===== src/rtl/j1_boot_pkg.sv =====
// Shared definitions for the J1 boot loader: FSM state encoding, field byte
// order and default code RAM geometry.
// Ports: none (package).
package j1_boot_pkg;

  localparam int CODE_AW_DEF    = 13;
  localparam int CODE_DEPTH_DEF = 8192;

  // LEN, data and SUM fields arrive as byte pairs, low byte first.
  localparam bit FIELD_LSB_FIRST = 1'b1;

  typedef enum logic [2:0] {
    LEN_LO,
    LEN_HI,
    DAT_LO,
    DAT_HI,
    SUM_LO,
    SUM_HI,
    RUN,
    FAIL
  } boot_state_e;

  // Assemble a 16-bit field from its two stream bytes in arrival order.
  function automatic logic [15:0] pair_word(input logic [7:0] first_b,
                                            input logic [7:0] second_b);
    return FIELD_LSB_FIRST ? {second_b, first_b} : {first_b, second_b};
  endfunction

endpackage


===== src/rtl/j1_boot_loader_if.sv =====
// Byte-stream input and code RAM write port of the J1 boot loader.
// Ports: rx_data/rx_valid/rx_ready (valid-ready byte stream),
//        code_we/code_waddr/code_wdata (code RAM write port).
interface j1_boot_loader_if #(
  parameter int CODE_AW = j1_boot_pkg::CODE_AW_DEF
);
  logic [7:0]         rx_data;
  logic               rx_valid;
  logic               rx_ready;
  logic               code_we;
  logic [CODE_AW-1:0] code_waddr;
  logic [15:0]        code_wdata;

  // master: the loader; slave: byte source and code RAM.
  modport master (
    input  rx_data, rx_valid,
    output rx_ready, code_we, code_waddr, code_wdata
  );

  modport slave (
    output rx_data, rx_valid,
    input  rx_ready, code_we, code_waddr, code_wdata
  );
endinterface


===== src/rtl/j1_boot_loader.sv =====
// Loads a length-prefixed, checksummed image from a byte stream into J1 code
// RAM and then releases the core from reset.
// Ports: clk, resetq (async active-low), boot_req (sync reload), bus (stream
//        in + code RAM write out), cpu_resetq/busy/done/err (registered status).
module j1_boot_loader
  import j1_boot_pkg::*;
#(
  parameter int CODE_AW    = CODE_AW_DEF,
  parameter int CODE_DEPTH = CODE_DEPTH_DEF
) (
  input  logic                clk,
  input  logic                resetq,
  input  logic                boot_req,
  j1_boot_loader_if.master    bus,
  output logic                cpu_resetq,
  output logic                busy,
  output logic                done,
  output logic                err
);

  boot_state_e        state_q;
  logic [7:0]         lo_q;      // first byte of the pair being assembled
  logic [CODE_AW:0]   idx_q;     // one extra bit so a full-depth image does not wrap
  logic [CODE_AW:0]   len_q;
  logic [15:0]        sum_q;
  logic               code_we_q;
  logic [CODE_AW-1:0] code_waddr_q;
  logic [15:0]        code_wdata_q;
  logic               cpu_resetq_q, busy_q, done_q, err_q;

  logic               loading;
  logic               accept;
  logic [15:0]        rx_word;
  logic [CODE_AW:0]   idx_inc;

  assign loading  = (state_q != RUN) && (state_q != FAIL);
  // A reload request wins over any byte offered in the same cycle.
  assign bus.rx_ready = loading && !boot_req;
  assign accept   = bus.rx_valid && bus.rx_ready;
  assign rx_word  = pair_word(lo_q, bus.rx_data);
  assign idx_inc  = idx_q + {{CODE_AW{1'b0}}, 1'b1};

  always_ff @(posedge clk or negedge resetq) begin
    if (!resetq) begin
      state_q      <= LEN_LO;
      lo_q         <= '0;
      idx_q        <= '0;
      len_q        <= '0;
      sum_q        <= '0;
      code_we_q    <= 1'b0;
      code_waddr_q <= '0;
      code_wdata_q <= '0;
      cpu_resetq_q <= 1'b0;
      busy_q       <= 1'b1;
      done_q       <= 1'b0;
      err_q        <= 1'b0;
    end else begin
      code_we_q <= 1'b0;
      if (boot_req) begin
        state_q      <= LEN_LO;
        idx_q        <= '0;
        sum_q        <= '0;
        cpu_resetq_q <= 1'b0;
        busy_q       <= 1'b1;
        done_q       <= 1'b0;
        err_q        <= 1'b0;
      end else if (accept) begin
        case (state_q)
          LEN_LO: begin
            lo_q    <= bus.rx_data;
            state_q <= LEN_HI;
          end
          LEN_HI: begin
            if (rx_word == 16'h0000) begin
              state_q <= SUM_LO;
            end else if (rx_word > 16'(CODE_DEPTH)) begin
              state_q <= FAIL;
              busy_q  <= 1'b0;
              err_q   <= 1'b1;
            end else begin
              len_q   <= rx_word[CODE_AW:0];
              state_q <= DAT_LO;
            end
          end
          DAT_LO: begin
            lo_q    <= bus.rx_data;
            state_q <= DAT_HI;
          end
          DAT_HI: begin
            code_we_q    <= 1'b1;
            code_waddr_q <= idx_q[CODE_AW-1:0];
            code_wdata_q <= rx_word;
            idx_q        <= idx_inc;
            sum_q        <= sum_q + rx_word;
            state_q      <= (idx_inc == len_q) ? SUM_LO : DAT_LO;
          end
          SUM_LO: begin
            lo_q    <= bus.rx_data;
            state_q <= SUM_HI;
          end
          SUM_HI: begin
            busy_q <= 1'b0;
            if (rx_word == sum_q) begin
              state_q      <= RUN;
              cpu_resetq_q <= 1'b1;
              done_q       <= 1'b1;
            end else begin
              state_q <= FAIL;
              err_q   <= 1'b1;
            end
          end
          default: ;
        endcase
      end
    end
  end

  assign bus.code_we    = code_we_q;
  assign bus.code_waddr = code_waddr_q;
  assign bus.code_wdata = code_wdata_q;
  assign cpu_resetq     = cpu_resetq_q;
  assign busy           = busy_q;
  assign done           = done_q;
  assign err            = err_q;

endmodule


===== src/flat_wrapper.sv =====
// flat-port wrapper written by rule: the top's interface ports become plain ports
module j1_boot_loader_flat import j1_boot_pkg::*;
#(
  parameter int CODE_AW    = CODE_AW_DEF,
  parameter int CODE_DEPTH = CODE_DEPTH_DEF
)
  (clk, resetq, boot_req, cpu_resetq, busy, done, err, bus_rx_data, bus_rx_valid, bus_rx_ready, bus_code_we, bus_code_waddr, bus_code_wdata);
  j1_boot_loader_if #(.CODE_AW(CODE_AW)) bus_i ();
  input  logic clk;
  input  logic resetq;
  input  logic boot_req;
  output logic cpu_resetq;
  output logic busy;
  output logic done;
  output logic err;
  input wire logic [$bits(bus_i.rx_data)-1:0] bus_rx_data;
  input wire logic [$bits(bus_i.rx_valid)-1:0] bus_rx_valid;
  output wire logic [$bits(bus_i.rx_ready)-1:0] bus_rx_ready;
  output wire logic [$bits(bus_i.code_we)-1:0] bus_code_we;
  output wire logic [$bits(bus_i.code_waddr)-1:0] bus_code_waddr;
  output wire logic [$bits(bus_i.code_wdata)-1:0] bus_code_wdata;
  assign bus_i.rx_data = bus_rx_data;
  assign bus_i.rx_valid = bus_rx_valid;
  assign bus_rx_ready = bus_i.rx_ready;
  assign bus_code_we = bus_i.code_we;
  assign bus_code_waddr = bus_i.code_waddr;
  assign bus_code_wdata = bus_i.code_wdata;
  j1_boot_loader #(.CODE_AW(CODE_AW), .CODE_DEPTH(CODE_DEPTH)) u_core (.clk(clk), .resetq(resetq), .boot_req(boot_req), .bus(bus_i), .cpu_resetq(cpu_resetq), .busy(busy), .done(done), .err(err));
endmodule

===== config.mk =====
export PLATFORM = sky130hd
export DESIGN_NAME = j1_boot_loader_flat
export DESIGN_NICKNAME = d
export VERILOG_FILES = /design/src/rtl/j1_boot_pkg.sv /design/src/rtl/j1_boot_loader_if.sv /design/src/rtl/j1_boot_loader.sv /design/src/flat_wrapper.sv
export SDC_FILE = /design/constraint.sdc
export NUM_CORES = 1
export LEC_CHECK = 0
export BUFFER_PORTS_ARGS = -buffer_cell sky130_fd_sc_hd__buf_2
export CAP_MARGIN = 20
export CORE_ASPECT_RATIO = 0.5
export CORE_MARGIN = 2
export CORE_UTILIZATION = 55
export DETAILED_ROUTE_END_ITERATION = 16
export PLACE_DENSITY_LB_ADDON = 0.05
export SLEW_MARGIN = 20
export SYNTH_ARGS = -nofsm -noshare
export SYNTH_HDL_FRONTEND = slang
export SYNTH_SLANG_ARGS = --single-unit

===== constraint.sdc =====
create_clock -name clk -period 3.3 [get_ports clk]
set_clock_uncertainty 0.1 [all_clocks]
set_input_delay 0.33 -clock clk [delete_from_list [all_inputs] [get_ports clk]]
set_output_delay 0.33 -clock clk [all_outputs]
set_load 0.05 [all_outputs]

## Word level (Yosys, flattened, before mapping)

Index checks and enable logic that the tools add are counted.

- Register bits after elaboration: 88
- Bits of input ports: 12
- Output and inout bits: 35

- $add $sub $neg: 2
- $lt $le $gt $ge: 1
- Equality and inequality tests: 12
- Multiplexer cells: 31
- Bitwise logic cells: 3
- Reductions and logical operators: 21

Operator list:

| cell | count |
|---|---|
| two-way mux 16 bit | 3 |
| two-way mux 14 bit | 3 |
| case mux 3 bit (6 select lines) | 1 |
| two-way mux 1 bit | 17 |
| adder 16 bit | 1 |
| == test 16 bit | 1 |
| greater-than comparator 16 x 14 -> 1 bit, second input constant | 1 |
| zero test 16 bit | 1 |
| two-way mux 3 bit | 5 |
| adder 14 x 1 -> 14 bit, second input constant | 1 |
| == test 14 bit | 1 |
| inequality test 3 bit, second input constant | 4 |
| AND reduction 5 bit | 2 |
| AND reduction 3 bit | 3 |
| nonzero test 2 bit | 4 |
| nonzero test 7 bit | 1 |
| == test 3 x 2 -> 1 bit, second input constant | 2 |
| == test 3 bit, second input constant | 2 |
| case mux 1 bit (2 select lines) | 2 |
| AND reduction 2 bit | 2 |
| AND reduction 4 bit | 1 |
| == test 3 x 1 -> 1 bit, second input constant | 1 |
| logical AND 1 bit | 3 |
| zero test 3 bit | 1 |
| 5 further kinds | 7 |

## Depth between registers and ports, before layout

- Word-level depth: 6
- Depth in mapped cells: 9
- Depth with buffers taken out: 9

## Least setup slack after synthesis

No wires, ideal clock.

- Path type: reg2reg
- From: reg u_core.lo_q[0]
- To: reg u_core.sum_q[12]
- Setup time: 0.133 ns
- Arrival time: 2.220 ns
- Slack: 0.846 ns
- Cell stages (with the launch flop): 10
- Buffers on the path: 0
- Period minus slack after synthesis: 2.454 ns
- Path through: dfrtp_1 > ha_1 > fa_1 > a21o_1 > a2bb2oi_1 > a211oi_1 > or3_1 > a21oi_1 > xor2_1 > o21ai_0

- Cells in the longest elaborated chain, start to end: 4

RTL lines:

| item | RTL line | RTL |
|---|---|---|
| from (decl) | j1_boot_loader.sv:22 | `logic [7:0] lo_q;` |
| from (signal assigned) | j1_boot_loader.sv:70 | `lo_q <= bus.rx_data;` |
| from (signal assigned) | j1_boot_loader.sv:86 | `lo_q <= bus.rx_data;` |
| from (signal assigned) | j1_boot_loader.sv:98 | `lo_q <= bus.rx_data;` |
| adder 16 bit | j1_boot_loader.sv:94 | `sum_q <= sum_q + rx_word;` |
| two-way mux 16 bit | j1_boot_loader.sv:68 | `case (state_q)` |
| two-way mux 16 bit | j1_boot_loader.sv:67 | `end else if (accept) begin` |
| two-way mux 16 bit | j1_boot_loader.sv:59 | `if (boot_req) begin` |
| to (signal assigned) | j1_boot_loader.sv:94 |  |
| to (decl) | j1_boot_loader.sv:25 | `logic [15:0] sum_q;` |

No other way between the ends. The select of a mux whose other input is x is not followed.
A chain may end at the register's enable or synchronous reset.

## Final worst setup path

- From: reg u_core.lo_q[4]
- To: reg u_core.sum_q[15]

The elaborated chain is that of the path after synthesis.

==> impl_metrics.json <==
{
  "run_status": "finished with violations",
  "failed_checks": "negative hold slack",
  "drive_gt1_frac": 0.190,
  "synthFlopType": "dfrtp_1",
  "finalPower_mw": 3.21,
  "fp.dieW_um": 137,
  "layout_common_cells": "117 x nand2_1, 87 x dfrtp_1, 45 x buf_2",
  "grt_pass1_wl_mm": 18.9,
  "syn_nets": 551,
  "cts_buffers": 9,
  "gp_congestion": 0.898,
  "fillCellCount": 739,
  "syn_area_um2": 4880,
  "grt_overflow": 0,
  "worstSetupStartpointType": "flip-flop",
  "multiInputGateArea_um2": 2510,
  "hp-class": "input pin to asynchronous set/reset pin",
  "register_area_um2": 2200,
  "fin_crit_ns": 2.75,
  "use_met1": 0.371,
  "fmax_mhz": 363,
  "tritoncts": "yes",
  "areaGrowthSynthToFinish_pct": 12.0,
  "cp.arrival_ns": 2.88,
  "hold_violations": 33,
  "postCtsSetupRepairBufs": 0,
  "power_density_nw_per_um2": 586,
  "clock_latency_ns": 0.34,
  "syn_inst": 520,
  "max_slew_margin": 0.467,
  "fin_crit_sh": 0.835,
  "grt.met3_usage": 0.0559,
  "ir_worst_vdd_v": 0.000449,
  "io_buffers": 46,
  "synth_area_leaders": "dfrtp_1 45%, nand2_1 9.0%, ha_1 4.6%",
  "r2r_setup_slack_ns": 0.55,
  "cts_resized": 0,
  "grt_usage": 0.251,
  "ys_seq_area_frac": 0.451,
  "layout_commonest_cell": "nand2_1",
  "viasPerCell": 5.76,
  "vias": 3920,
  "use_met2": 0.379,
  "antenna_found_initial": 0,
  "final.setup.tns_ns": 0,
  "synth_top_area_share": 0.446,
  "rows": 24,
  "clockBufferDepth": 2,
  "io_pins": 47,
  "grt_pass1_vias": 3647,
  "chipHeight_um": 70.6,
  "h-tree-depth": 3,
  "synth_edf_count": 0,
  "root_buffer": "clkbuf_16",
  "setup_violations": 0,
  "ys_warn_count": 0,
  "dr.pass1.iters": 4,
  "grt_max_degree": 62,
  "postSynth.asyncResetShare": 1.00,
  "hpwlAfterDp_mm": 8.01,
  "drcViolationCount": 0,
  "layout.nets": 589,
  "routed_wl_mm": 11.3,
  "drtIter0Drc": 306,
  "start_util": 0.563,
  "ant_nets": 0,
  "fp.dieArea_um2": 9690,
  "cp.required_ns": 3.43,
  "p_leak_nw": 2.70,
  "yosysTopAreaCell": "dfrtp_1",
  "coreArea_um2": 8680,
  "avgSynthCellArea_um2": 9.39,
  "max_cap_violations": 0,
  "clk_pin_slew_ns": 0.07,
  "slew_viol_final": 0,
  "yosysUniqueCellTypes": 70,
  "critPathKind": "flip-flop to flip-flop",
  "antenna_cells": 0,
  "rsz0062_at_grt": "false",
  "ys_seq_elements": 88,
  "cp-end-kind": "flip-flop",
  "hold_slack_ns": -0.0544,
  "cp_max_fo": 6,
  "postCtsHoldBufs": 0,
  "top_usage_layer": "met2",
  "worst_pin_slew_ns": 0.799,
  "wl_per_cell_um": 16.6,
  "clock_sinks": 88
}
==> kinds of logic (layout without fill, tap and decap cells) <==
group	after synthesis	count (layout)	share of synthesized area
buffers and inverters	32	75	0.0354
multiplexers	24	24	0.0548
XOR/XNOR	34	34	0.0610
adder cells (fa/ha/maj)	20	20	0.0523
AO/OA/AOI/OAI	84	84	0.116
AND/OR/NAND/NOR	238	238	0.230
flip-flops	88	88	0.451
==> final timing paths <==
check	start	end	cells past startpoint
setup / recovery	u_core.lo_q[4]	u_core.sum_q[15]	8
hold / removal	resetq	u_core.bus.code_waddr[3]	1
setup reg to reg	u_core.lo_q[4]	u_core.sum_q[15]	8
hold reg to reg	u_core.busy	u_core.busy	2
max in group asynchronous	resetq	u_core.bus.code_waddr[4]	2
min in group clk	bus_rx_data[6]	u_core.bus.code_wdata[14]	3
==> layout make-up <==
type / instances / share of cell area
inverters: 6 / 0.00412
clock inverters: 6 / 0.0121
repair buffers: 53 / 0.0521
multi-input cells: 400 / 0.458
flip-flops and latches: 88 / 0.403
clock buffers: 10 / 0.0437
well taps: 117 / 0.0268
==> metrics by stage <==
step           hold slack (ns)  area, um^2  setup WS (ns)   util  instances
2_1_floorplan          -0.0656        4880          0.846      -        520
4_1_cts               0.000648        5470          0.559  0.630        680
6_report               -0.0544        5470          0.545  0.630        680
5_1_grt                 0.0180        5470          0.373  0.630        680
3_3_place_gp             0.350        5170          0.643  0.595        664
3_5_place_dp             0.350        5170          0.578  0.595        664
==> cells in the mapped netlist, drive strengths merged, types with 3 or more instances <==
library cell,number
a211oi,4
a21o,9
a21oi,20
a31oi,7
and3,5
and4,3
buf,16
clkbuf,10
dfrtp,87
ha,18
inv,5
mux2,22
nand2,117
nand2b,4
nand3,30
nand4,4
nor2,33
nor2b,6
nor3,9
nor4,9
o2111ai,4
o21ai,20
o31ai,4
or3,7
xnor2,13
xor2,21
==> per-layer routing <==
metal | vias to the layer above | part of all wire | wire, um
met5 | - | 0 | 0
met4 | 0 | 0.010 | 115
met3 | 12 | 0.040 | 449
met2 | 85 | 0.44 | 5010
li1 | 1906 | - | -
met1 | 1917 | 0.51 | 5720
==> state kept, by name (all words and copies together), names as in the netlist <==
| register | cells |
|---|---|
| u_core.bus.code_waddr | 13 |
| u_core.bus.code_wdata | 16 |
| u_core.bus.code_we | 1 |
| u_core.busy | 1 |
| u_core.cpu_resetq | 1 |
| u_core.err | 1 |
| u_core.idx_q | 14 |
| u_core.len_q | 14 |
| u_core.lo_q | 8 |
| u_core.state_q | 3 |
| u_core.sum_q | 16 |
==> worst max-delay path, stage by stage (launching register included) <==
cell and delay [ns]:
dfrtp_1 0.43, ha_1 0.38, a21oi_1 0.23, nand2_1 0.09, a31oi_2 0.25, o311ai_1 0.22, a311oi_1 0.36, mux2i_1 0.25
mux2_2 0.35
==> where the power goes <==
group | switching, mW | internal (mW)
Sequential | 0.135 | 1.23
Combinational | 0.536 | 0.263
Clock | 0.438 | 0.611
Power figures use the tool's default switching activity.
